==> config.mk <==
export PLATFORM = sky130hd
export DESIGN_NAME = tmds_channel_encoder_flat
export DESIGN_NICKNAME = d
export VERILOG_FILES = /design/src/rtl/tmds_channel_encoder_if.sv /design/src/rtl/tmds_channel_encoder.sv /design/src/flat_wrapper.sv
export SDC_FILE = /design/constraint.sdc
export NUM_CORES = 1
export LEC_CHECK = 0
export BUFFER_PORTS_ARGS = -buffer_cell sky130_fd_sc_hd__buf_2
export CELL_PAD_IN_SITES_DETAIL_PLACEMENT = 0
export CELL_PAD_IN_SITES_GLOBAL_PLACEMENT = 1
export CORE_MARGIN = 2
export CORE_UTILIZATION = 35
export CTS_BUF_LIST = sky130_fd_sc_hd__clkbuf_4 sky130_fd_sc_hd__clkbuf_8 sky130_fd_sc_hd__clkbuf_16
export CTS_CLUSTER_DIAMETER = 40
export DETAILED_ROUTE_END_ITERATION = 12
export PLACE_DENSITY = 0.61
export SETUP_SLACK_MARGIN = 0.02
export SLEW_MARGIN = 20
export SYNTH_ARGS = -nofsm -noshare
export SYNTH_HDL_FRONTEND = slang
export SYNTH_SLANG_ARGS = --single-unit
==> constraint.sdc <==
create_clock -name clk -period 7 [get_ports clk]
set_input_delay 0.7 -clock clk [delete_from_list [all_inputs] [get_ports clk]]
set_output_delay 0.7 -clock clk [all_outputs]
set_load 0.05 [all_outputs]
==> src/rtl/tmds_channel_encoder_if.sv <==
`default_nettype none
// ============================================================================
// tmds_channel_encoder_if : beat-in / symbol-out bus of the TMDS channel encoder
// Rev 1.0 - initial release
// ============================================================================
interface tmds_channel_encoder_if #(
  parameter int NUM_CH = 3
);
  logic                  i_valid;
  logic [1:0]            i_mode;
  logic [8*NUM_CH-1:0]   i_pixel_data;
  logic [2*NUM_CH-1:0]   i_ctrl;
  logic [4*NUM_CH-1:0]   i_aux;
  logic [10*NUM_CH-1:0]  o_encoded_data;
  logic                  o_valid;

  modport master (
    output i_valid, i_mode, i_pixel_data, i_ctrl, i_aux,
    input  o_encoded_data, o_valid
  );

  modport slave (
    input  i_valid, i_mode, i_pixel_data, i_ctrl, i_aux,
    output o_encoded_data, o_valid
  );
endinterface
`default_nettype wire

==> src/rtl/tmds_channel_encoder.sv <==
`default_nettype none
// ============================================================================
// tmds_channel_encoder : registered multi-channel TMDS encoder (video, control,
// guard band, TERC4). Define TMDS_TERC4_EN to encode data islands from aux.
// Rev 1.0 - initial release
// ============================================================================
module tmds_channel_encoder #(
  parameter int NUM_CH = 3,
  parameter int CNT_W  = 5
) (
  input wire                    clk,
  input wire                    n_rst,
  tmds_channel_encoder_if.slave bus
);

  localparam logic [1:0] c_MODE_CTRL  = 2'b00;
  localparam logic [1:0] c_MODE_VIDEO = 2'b01;
  localparam logic [1:0] c_MODE_TERC4 = 2'b10;
  localparam logic [1:0] c_MODE_GUARD = 2'b11;

  localparam logic signed [CNT_W-1:0] c_ZERO  = '0;
  localparam logic signed [CNT_W-1:0] c_TWO   = CNT_W'(2);
  localparam logic signed [CNT_W-1:0] c_EIGHT = CNT_W'(8);

  // Input capture register (edge N)
  logic                  r_in_valid;
  logic [1:0]            r_in_mode;
  logic [8*NUM_CH-1:0]   r_in_pixel;
  logic [2*NUM_CH-1:0]   r_in_ctrl;
  // Stage 1: q_m (edge N+1)
  logic                  r_s1_valid;
  logic [1:0]            r_s1_mode;
  logic [9*NUM_CH-1:0]   r_s1_qm;
  logic [2*NUM_CH-1:0]   r_s1_ctrl;
  // Stage 2: symbol and disparity (edge N+2)
  logic                  r_out_valid;
  logic [10*NUM_CH-1:0]  r_out;
  logic signed [CNT_W-1:0] r_cnt [NUM_CH];

  logic [9*NUM_CH-1:0]     w_qm_all;
  logic [10*NUM_CH-1:0]    w_sym_all;
  logic [CNT_W*NUM_CH-1:0] w_cnt_nxt_all;

`ifdef TMDS_TERC4_EN
  logic [4*NUM_CH-1:0]   r_in_aux;
  logic [4*NUM_CH-1:0]   r_s1_aux;
`else
  logic                  w_unused_aux;
  assign w_unused_aux = ^bus.i_aux;
`endif

  for (genvar k = 0; k < NUM_CH; k++) begin : g_ch
    localparam logic [9:0] c_GUARD_SYM = ((k % 3) == 1) ? 10'b0100110011 : 10'b1011001100;

    logic [7:0]              w_d;
    logic [3:0]              w_d_ones;
    logic                    w_use_xnor;
    logic [8:0]              w_qm;
    logic [8:0]              w_q;
    logic [3:0]              w_q_ones;
    logic signed [CNT_W-1:0] w_cnt;
    logic signed [CNT_W-1:0] w_n1;
    logic signed [CNT_W-1:0] w_n0;
    logic [9:0]              w_vsym;
    logic signed [CNT_W-1:0] w_vcnt;
    logic [9:0]              w_ctrl_sym;
    logic [9:0]              w_sym;
    logic signed [CNT_W-1:0] w_cnt_nxt;

    assign w_d = r_in_pixel[8*k +: 8];

    always_comb begin
      w_d_ones = 4'd0;
      for (int i = 0; i < 8; i++) begin
        w_d_ones = w_d_ones + {3'b000, w_d[i]};
      end
      w_use_xnor = (w_d_ones > 4'd4) || ((w_d_ones == 4'd4) && !w_d[0]);
      w_qm       = '0;
      w_qm[0]    = w_d[0];
      for (int i = 1; i < 8; i++) begin
        w_qm[i] = w_use_xnor ? ~(w_qm[i-1] ^ w_d[i]) : (w_qm[i-1] ^ w_d[i]);
      end
      w_qm[8] = ~w_use_xnor;
    end

    assign w_qm_all[9*k +: 9] = w_qm;

    assign w_q   = r_s1_qm[9*k +: 9];
    assign w_cnt = r_cnt[k];

    always_comb begin
      w_q_ones = 4'd0;
      for (int i = 0; i < 8; i++) begin
        w_q_ones = w_q_ones + {3'b000, w_q[i]};
      end
    end

    assign w_n1 = $signed({{(CNT_W-4){1'b0}}, w_q_ones});
    assign w_n0 = c_EIGHT - w_n1;

    // Disparity-balanced video symbol selection
    always_comb begin
      w_vsym = '0;
      w_vcnt = w_cnt;
      if ((w_cnt == c_ZERO) || (w_n1 == w_n0)) begin
        w_vsym = {~w_q[8], w_q[8], w_q[8] ? w_q[7:0] : ~w_q[7:0]};
        w_vcnt = w_q[8] ? (w_cnt + (w_n1 - w_n0)) : (w_cnt + (w_n0 - w_n1));
      end else if (((w_cnt > c_ZERO) && (w_n1 > w_n0)) ||
                   ((w_cnt < c_ZERO) && (w_n0 > w_n1))) begin
        w_vsym = {1'b1, w_q[8], ~w_q[7:0]};
        w_vcnt = w_cnt + (w_q[8] ? c_TWO : c_ZERO) + (w_n0 - w_n1);
      end else begin
        w_vsym = {1'b0, w_q[8], w_q[7:0]};
        w_vcnt = w_cnt + (w_n1 - w_n0) - (w_q[8] ? c_ZERO : c_TWO);
      end
    end

    always_comb begin
      w_ctrl_sym = 10'b1101010100;
      case (r_s1_ctrl[2*k +: 2])
        2'b00:   w_ctrl_sym = 10'b1101010100;
        2'b01:   w_ctrl_sym = 10'b0010101011;
        2'b10:   w_ctrl_sym = 10'b0101010100;
        default: w_ctrl_sym = 10'b1010101011;
      endcase
    end

`ifdef TMDS_TERC4_EN
    logic [9:0] w_terc_sym;
    always_comb begin
      w_terc_sym = 10'b1010011100;
      case (r_s1_aux[4*k +: 4])
        4'h0:    w_terc_sym = 10'b1010011100;
        4'h1:    w_terc_sym = 10'b1001100011;
        4'h2:    w_terc_sym = 10'b1011100100;
        4'h3:    w_terc_sym = 10'b1011100010;
        4'h4:    w_terc_sym = 10'b0101110001;
        4'h5:    w_terc_sym = 10'b0100011110;
        4'h6:    w_terc_sym = 10'b0110001110;
        4'h7:    w_terc_sym = 10'b0100111100;
        4'h8:    w_terc_sym = 10'b1011001100;
        4'h9:    w_terc_sym = 10'b0100111001;
        4'hA:    w_terc_sym = 10'b0110011100;
        4'hB:    w_terc_sym = 10'b1011000110;
        4'hC:    w_terc_sym = 10'b1010001110;
        4'hD:    w_terc_sym = 10'b1001110001;
        4'hE:    w_terc_sym = 10'b0101100011;
        default: w_terc_sym = 10'b1011000011;
      endcase
    end
`endif

    // Every non-video period restarts disparity from zero
    always_comb begin
      w_sym     = w_ctrl_sym;
      w_cnt_nxt = c_ZERO;
      case (r_s1_mode)
        c_MODE_VIDEO: begin
          w_sym     = w_vsym;
          w_cnt_nxt = w_vcnt;
        end
        c_MODE_GUARD: w_sym = c_GUARD_SYM;
`ifdef TMDS_TERC4_EN
        c_MODE_TERC4: w_sym = w_terc_sym;
`endif
        default: w_sym = w_ctrl_sym;
      endcase
    end

    assign w_sym_all[10*k +: 10]         = w_sym;
    assign w_cnt_nxt_all[CNT_W*k +: CNT_W] = w_cnt_nxt;
  end

  always_ff @(posedge clk or negedge n_rst) begin
    if (!n_rst) begin
      r_in_valid  <= 1'b0;
      r_in_mode   <= c_MODE_CTRL;
      r_in_pixel  <= '0;
      r_in_ctrl   <= '0;
      r_s1_valid  <= 1'b0;
      r_s1_mode   <= c_MODE_CTRL;
      r_s1_qm     <= '0;
      r_s1_ctrl   <= '0;
      r_out_valid <= 1'b0;
      r_out       <= '0;
      for (int k = 0; k < NUM_CH; k++) begin
        r_cnt[k] <= c_ZERO;
      end
`ifdef TMDS_TERC4_EN
      r_in_aux    <= '0;
      r_s1_aux    <= '0;
`endif
    end else begin
      r_in_valid  <= bus.i_valid;
      r_s1_valid  <= r_in_valid;
      r_out_valid <= r_s1_valid;
      if (bus.i_valid) begin
        r_in_mode  <= bus.i_mode;
        r_in_pixel <= bus.i_pixel_data;
        r_in_ctrl  <= bus.i_ctrl;
`ifdef TMDS_TERC4_EN
        r_in_aux   <= bus.i_aux;
`endif
      end
      if (r_in_valid) begin
        r_s1_mode <= r_in_mode;
        r_s1_qm   <= w_qm_all;
        r_s1_ctrl <= r_in_ctrl;
`ifdef TMDS_TERC4_EN
        r_s1_aux  <= r_in_aux;
`endif
      end
      // Bubbles leave both the held symbol and the disparity untouched
      if (r_s1_valid) begin
        r_out <= w_sym_all;
        for (int k = 0; k < NUM_CH; k++) begin
          r_cnt[k] <= $signed(w_cnt_nxt_all[CNT_W*k +: CNT_W]);
        end
      end
    end
  end

  assign bus.o_encoded_data = r_out;
  assign bus.o_valid        = r_out_valid;

endmodule
`default_nettype wire

==> src/flat_wrapper.sv <==
// flat-port wrapper written by rule: the top's interface ports become plain ports
module tmds_channel_encoder_flat 
#(
  parameter int NUM_CH = 3,
  parameter int CNT_W  = 5
)
  (clk, n_rst, bus_i_valid, bus_i_mode, bus_i_pixel_data, bus_i_ctrl, bus_i_aux, bus_o_encoded_data, bus_o_valid);
  tmds_channel_encoder_if #(.NUM_CH(NUM_CH)) bus_i ();
  input wire clk;
  input wire n_rst;
  input wire logic [$bits(bus_i.i_valid)-1:0] bus_i_valid;
  input wire logic [$bits(bus_i.i_mode)-1:0] bus_i_mode;
  input wire logic [$bits(bus_i.i_pixel_data)-1:0] bus_i_pixel_data;
  input wire logic [$bits(bus_i.i_ctrl)-1:0] bus_i_ctrl;
  input wire logic [$bits(bus_i.i_aux)-1:0] bus_i_aux;
  output wire logic [$bits(bus_i.o_encoded_data)-1:0] bus_o_encoded_data;
  output wire logic [$bits(bus_i.o_valid)-1:0] bus_o_valid;
  assign bus_i.i_valid = bus_i_valid;
  assign bus_i.i_mode = bus_i_mode;
  assign bus_i.i_pixel_data = bus_i_pixel_data;
  assign bus_i.i_ctrl = bus_i_ctrl;
  assign bus_i.i_aux = bus_i_aux;
  assign bus_o_encoded_data = bus_i.o_encoded_data;
  assign bus_o_valid = bus_i.o_valid;
  tmds_channel_encoder #(.NUM_CH(NUM_CH), .CNT_W(CNT_W)) u_core (.clk(clk), .n_rst(n_rst), .bus(bus_i));
endmodule
==> qor.json <==
{
  "n_antenna_cell": {"value": 0},
  "die_height": {"value": 160, "unit": "um"},
  "yosys_reg_bits": {"value": 115},
  "worst-slew-pin-transition": {"value": 0.949, "unit": "ns"},
  "worst_skew_pair.late_latency": {"value": 0.41, "unit": "ns"},
  "io_buffer_count": {"value": 65},
  "clock_tree_from_tritoncts": {"value": "built"},
  "end_kind": {"value": "flip-flop"},
  "synth-seq-area-share": {"value": 33.7, "unit": "%"},
  "start_kind": {"value": "flip-flop"},
  "hold_violations": {"value": 0},
  "drc_errors": {"value": 0},
  "placedCellCount": {"value": 1240},
  "setup_viol_count_final": {"value": 0},
  "cts_setup_buffers": {"value": 0},
  "wire_length_of_the_first_global_routing_pass": {"value": 31500, "unit": "um"},
  "clock_buffers_created_by_tritoncts": {"value": 17},
  "worstPathBufferInverterCount": {"value": 4},
  "reg2reg_launch_point": {"value": "u_core.r_s1_qm[0]$_DFFE_PN0P_"},
  "fp.dieArea": {"value": 0.0256, "unit": "mm^2"},
  "fin_crit_sh": {"value": 90.5, "unit": "%"},
  "count_of_hold_fix_buffers_inserted_at_cts": {"value": 0},
  "slew_headroom": {"value": 36.8, "unit": "%"},
  "final_nets": {"value": 1090},
  "cpPeakStageDelay": {"value": 0.52, "unit": "ns"},
  "reg2regPathDepth": {"value": 22},
  "worst-endpoint-arrival": {"value": 6.60, "unit": "ns"},
  "critical_path_peak_fanout": {"value": 6},
  "number_of_iterations_in_the_first_detailed_routing_pass": {"value": 4},
  "finalWeightedCongestion": {"value": 0.783},
  "cp-endpoint": {"value": "u_core.g_ch[0].w_cnt[4]$_DFFE_PN0P_"},
  "cts_resized": {"value": 0},
  "viasPerCell": {"value": 4.70},
  "filler_cell_count": {"value": 2506},
  "number_of_antenna_violations_at_the_first_check_in_global_routing": {"value": 0},
  "maxCapViolations": {"value": 0},
  "cts-root-to-sink-buffers": {"value": 2},
  "detail_route.wirelength": {"value": 18700, "unit": "um"},
  "post_synth.cell_area_avg": {"value": 9.72, "unit": "um^2"},
  "worst_path_max_delay_cell": {"value": "fa_1"},
  "first_global_vias": {"value": 6097},
  "area_fraction_of_the_dominant_cell_type_after_synthesis": {"value": 33.7, "unit": "%"},
  "wl_per_cell": {"value": 14.7, "unit": "um"},
  "cell_type_with_the_highest_aggregate_area_in_the_netlist": {"value": "dfrtp_1"},
  "top_level_ports": {"value": 78},
  "place.detailed.hpwl": {"value": 14300, "unit": "um"},
  "synthesis.nets": {"value": 1032},
  "dieWidth": {"value": 160, "unit": "um"},
  "initial_utilization": {"value": 35.4, "unit": "%"},
  "tritoncts_num_sinks": {"value": 115},
  "path_cells": {"value": "ha_1, inv_1, fa_1, fa_1, fa_1, inv_1, fa_1, inv_1, ha_1, inv_1, ha_1, xnor3_1, xor2_1, ha_1, ha_1, fa_1, xnor2_1, xnor2_1, xnor2_1, nor2_1, a311o_1, o2bb2ai_1"},
  "synthDistinctLibCells": {"value": 59},
  "finish.cell_count_without_fillers": {"value": 1272},
  "route.vias.total": {"value": 5981},
  "timing_max_transition_violations_final": {"value": 0},
  "detail-route-antenna-nets": {"value": 0},
  "timing.setup.critical_path_class": {"value": "flip-flop to flip-flop"},
  "hold_slack": {"value": 0.285, "unit": "ns"},
  "rsz0062_at_grt": {"value": "false"},
  "timing.rr.end": {"value": "u_core.g_ch[0].w_cnt[4]$_DFFE_PN0P_"},
  "reg2reg_slack": {"value": 0.67, "unit": "ns"},
  "fin_setup_tns": {"value": 0, "unit": "ns"},
  "crit_start": {"value": "u_core.r_s1_qm[0]$_DFFE_PN0P_"},
  "placeableCoreArea": {"value": 0.0241, "unit": "mm^2"},
  "proportion_of_synthesized_flip_flops_having_asynchronous_set_or_reset": {"value": 100, "unit": "%"},
  "synthCells": {"value": 877},
  "number_of_drc_markers_in_iteration_0": {"value": 226},
  "finClkSkew": {"value": 0.00535, "unit": "ns"},
  "grt_max_degree": {"value": 74},
  "synthesis.area": {"value": 0.00853, "unit": "mm^2"},
  "worst_hold_path_type": {"value": "input pin to async pin"},
  "rows": {"value": 57},
  "grt.overflow.total": {"value": 0},
  "grt_util_all_layers": {"value": 15.2, "unit": "%"},
  "cts_htree_levels": {"value": 4},
  "cts.clk_slew.worst_paths": {"value": 0.06, "unit": "ns"},
  "synth_edf_count": {"value": 0},
  "synthesis.yosys.warnings": {"value": 0},
  "period_needed": {"value": 6.33, "unit": "ns"},
  "outcome": {"value": "finished clean"},
  "yosys_most_used_dff": {"value": "dfrtp_1"},
  "root_buffer": {"value": "clkbuf_16"},
  "timing.fmax": {"value": 158, "unit": "MHz"},
  "syn_to_final_growth": {"value": 14.6, "unit": "%"},
  "final_layout_size_suffix_gt1_share": {"value": 15.8, "unit": "%"},
  "netlist_top_cells_area": {"value": "dfrtp_1, ha_1, xnor2_1, fa_1, inv_1"},
  "critical_path_cell_count": {"value": 22},
  "worst-endpoint-required": {"value": 7.27, "unit": "ns"},
  "critical-path-top-delay-family": {"value": "adder cells"}
}
## worst register-to-register path, delay by kind of cell, from the launching register on
kind | cells | cell delay (ns)
xor gates and xnor gates | 5 | 1.16
AOI/OAI and AO/OA | 2 | 0.44
buffers and inverters | 4 | 0.36
adders and majority gates | 10 | 3.78
DFF | 1 | 0.40
and+or+nand+nor | 1 | 0.06
## cell type report
| type | count | area (um^2) | share of cell area, % |
|---|---|---|---|
| Multi-Input combinational cell | 611 | 5050 | 51.7 |
| Sequential cell | 115 | 2880 | 29.5 |
| Inverter | 120 | 450 | 4.61 |
| Clock buffer | 18 | 439 | 4.50 |
| Tap cell | 324 | 405 | 4.15 |
| Timing Repair Buffer | 70 | 365 | 3.74 |
| Clock inverter | 14 | 179 | 1.83 |
## sequential cells by signal (all words and copies together) (netlist names)
register,cells
u_core.bus.o_valid,1
u_core.r_in_valid,1
u_core.r_s1_valid,1
u_core.g_ch.w_cnt,15
u_core.r_s1_qm,27
u_core.r_s1_ctrl,6
u_core.r_s1_mode,2
u_core.r_in_mode,2
u_core.r_in_pixel,24
u_core.bus.o_encoded_data,30
u_core.r_in_ctrl,6
## per-stage QoR
step | instance area, um^2 | util (%) | setup slack, ns
final | 9770 | 40.5 | 0.666
after CTS | 9770 | 40.5 | 0.648
after global placement | 9150 | 38.0 | 0.726
after global routing | 9770 | 40.5 | 0.343
after floorplan | 8530 | - | 1.08
after detailed placement | 9150 | 38.0 | 0.678
## layout by cell type, fill, tap and decap left out, types with 4 or more instances in the layout
| cell | instances |
|---|---|
| a211oi_1 | 6 |
| mux2_2 | 35 |
| dfrtp_1 | 113 |
| nor2b_1 | 11 |
| o21ai_0 | 67 |
| o21a_1 | 5 |
| buf_4 | 6 |
| a31oi_1 | 11 |
| xor2_1 | 12 |
| a21oi_1 | 57 |
| clkinv_4 | 4 |
| o221ai_1 | 9 |
| buf_2 | 64 |
| nor2_1 | 45 |
| inv_1 | 120 |
| clkbuf_16 | 17 |
| xnor2_1 | 91 |
| fa_1 | 39 |
| nand3_1 | 10 |
| nor3b_1 | 6 |
| ha_1 | 69 |
| o22ai_1 | 16 |
| nand2_1 | 52 |
| nor3_1 | 5 |
| mux2i_1 | 6 |
| and2_1 | 6 |
## layer usage
metal  vias to the layer above  part of all wire, %  GRT usage, %
li1                       3058                    -             -
met3                        18                  2.1          2.65
met2                        75                   43          22.9
met4                         0                  1.2          3.56
met5                         -                    0             0
met1                      2830                   54          22.6
## Yosys cell counts, drive strengths merged, types with 7 or more instances
cell	n
a211oi	7
a21oi	58
a31oi	11
buf	7
clkbuf	24
dfrtp	115
fa	39
ha	69
inv	120
mux2	35
nand2	53
nand3	10
nor2	46
nor2b	11
o21ai	68
o221ai	9
o22ai	16
xnor2	91
xor2	13
## worst min path at each step
stage	from	end	slack (ns)	cells past startpoint
3_5_place_dp	u_core.r_in_ctrl[3]$_DFFE_PN0P_	u_core.r_s1_ctrl[3]$_DFFE_PN0P_	0.48	2
4_1_cts	n_rst	u_core.r_s1_qm[10]$_DFFE_PN0P_	0.29	1
2_1_floorplan	u_core.r_s1_valid$_DFF_PN0_	u_core.bus.o_valid$_DFF_PN0_	0.35	0
6_report	n_rst	u_core.r_in_pixel[9]$_DFFE_PN0P_	0.28	1
5_1_grt	n_rst	u_core.r_s1_qm[10]$_DFFE_PN0P_	0.31	1
3_3_place_gp	u_core.r_in_ctrl[3]$_DFFE_PN0P_	u_core.r_s1_ctrl[3]$_DFFE_PN0P_	0.47	2
## cells by family (layout without fill, tap and decap cells)
logic type	after synthesis	after routing	share of synthesized area [%]
AND/OR/NAND/NOR	150	150	8.11
adder cells (fa/ha/maj)	108	108	19.3
flip-flops	115	115	33.7
multiplexers	41	41	5.33
buffers and inverters	151	222	7.04
AO/OA/AOI/OAI	204	204	14.6
XOR/XNOR	108	108	11.9
Power is not shown: default switching activity piles up to over one toggle a cycle in this logic, so the estimate is an artifact.
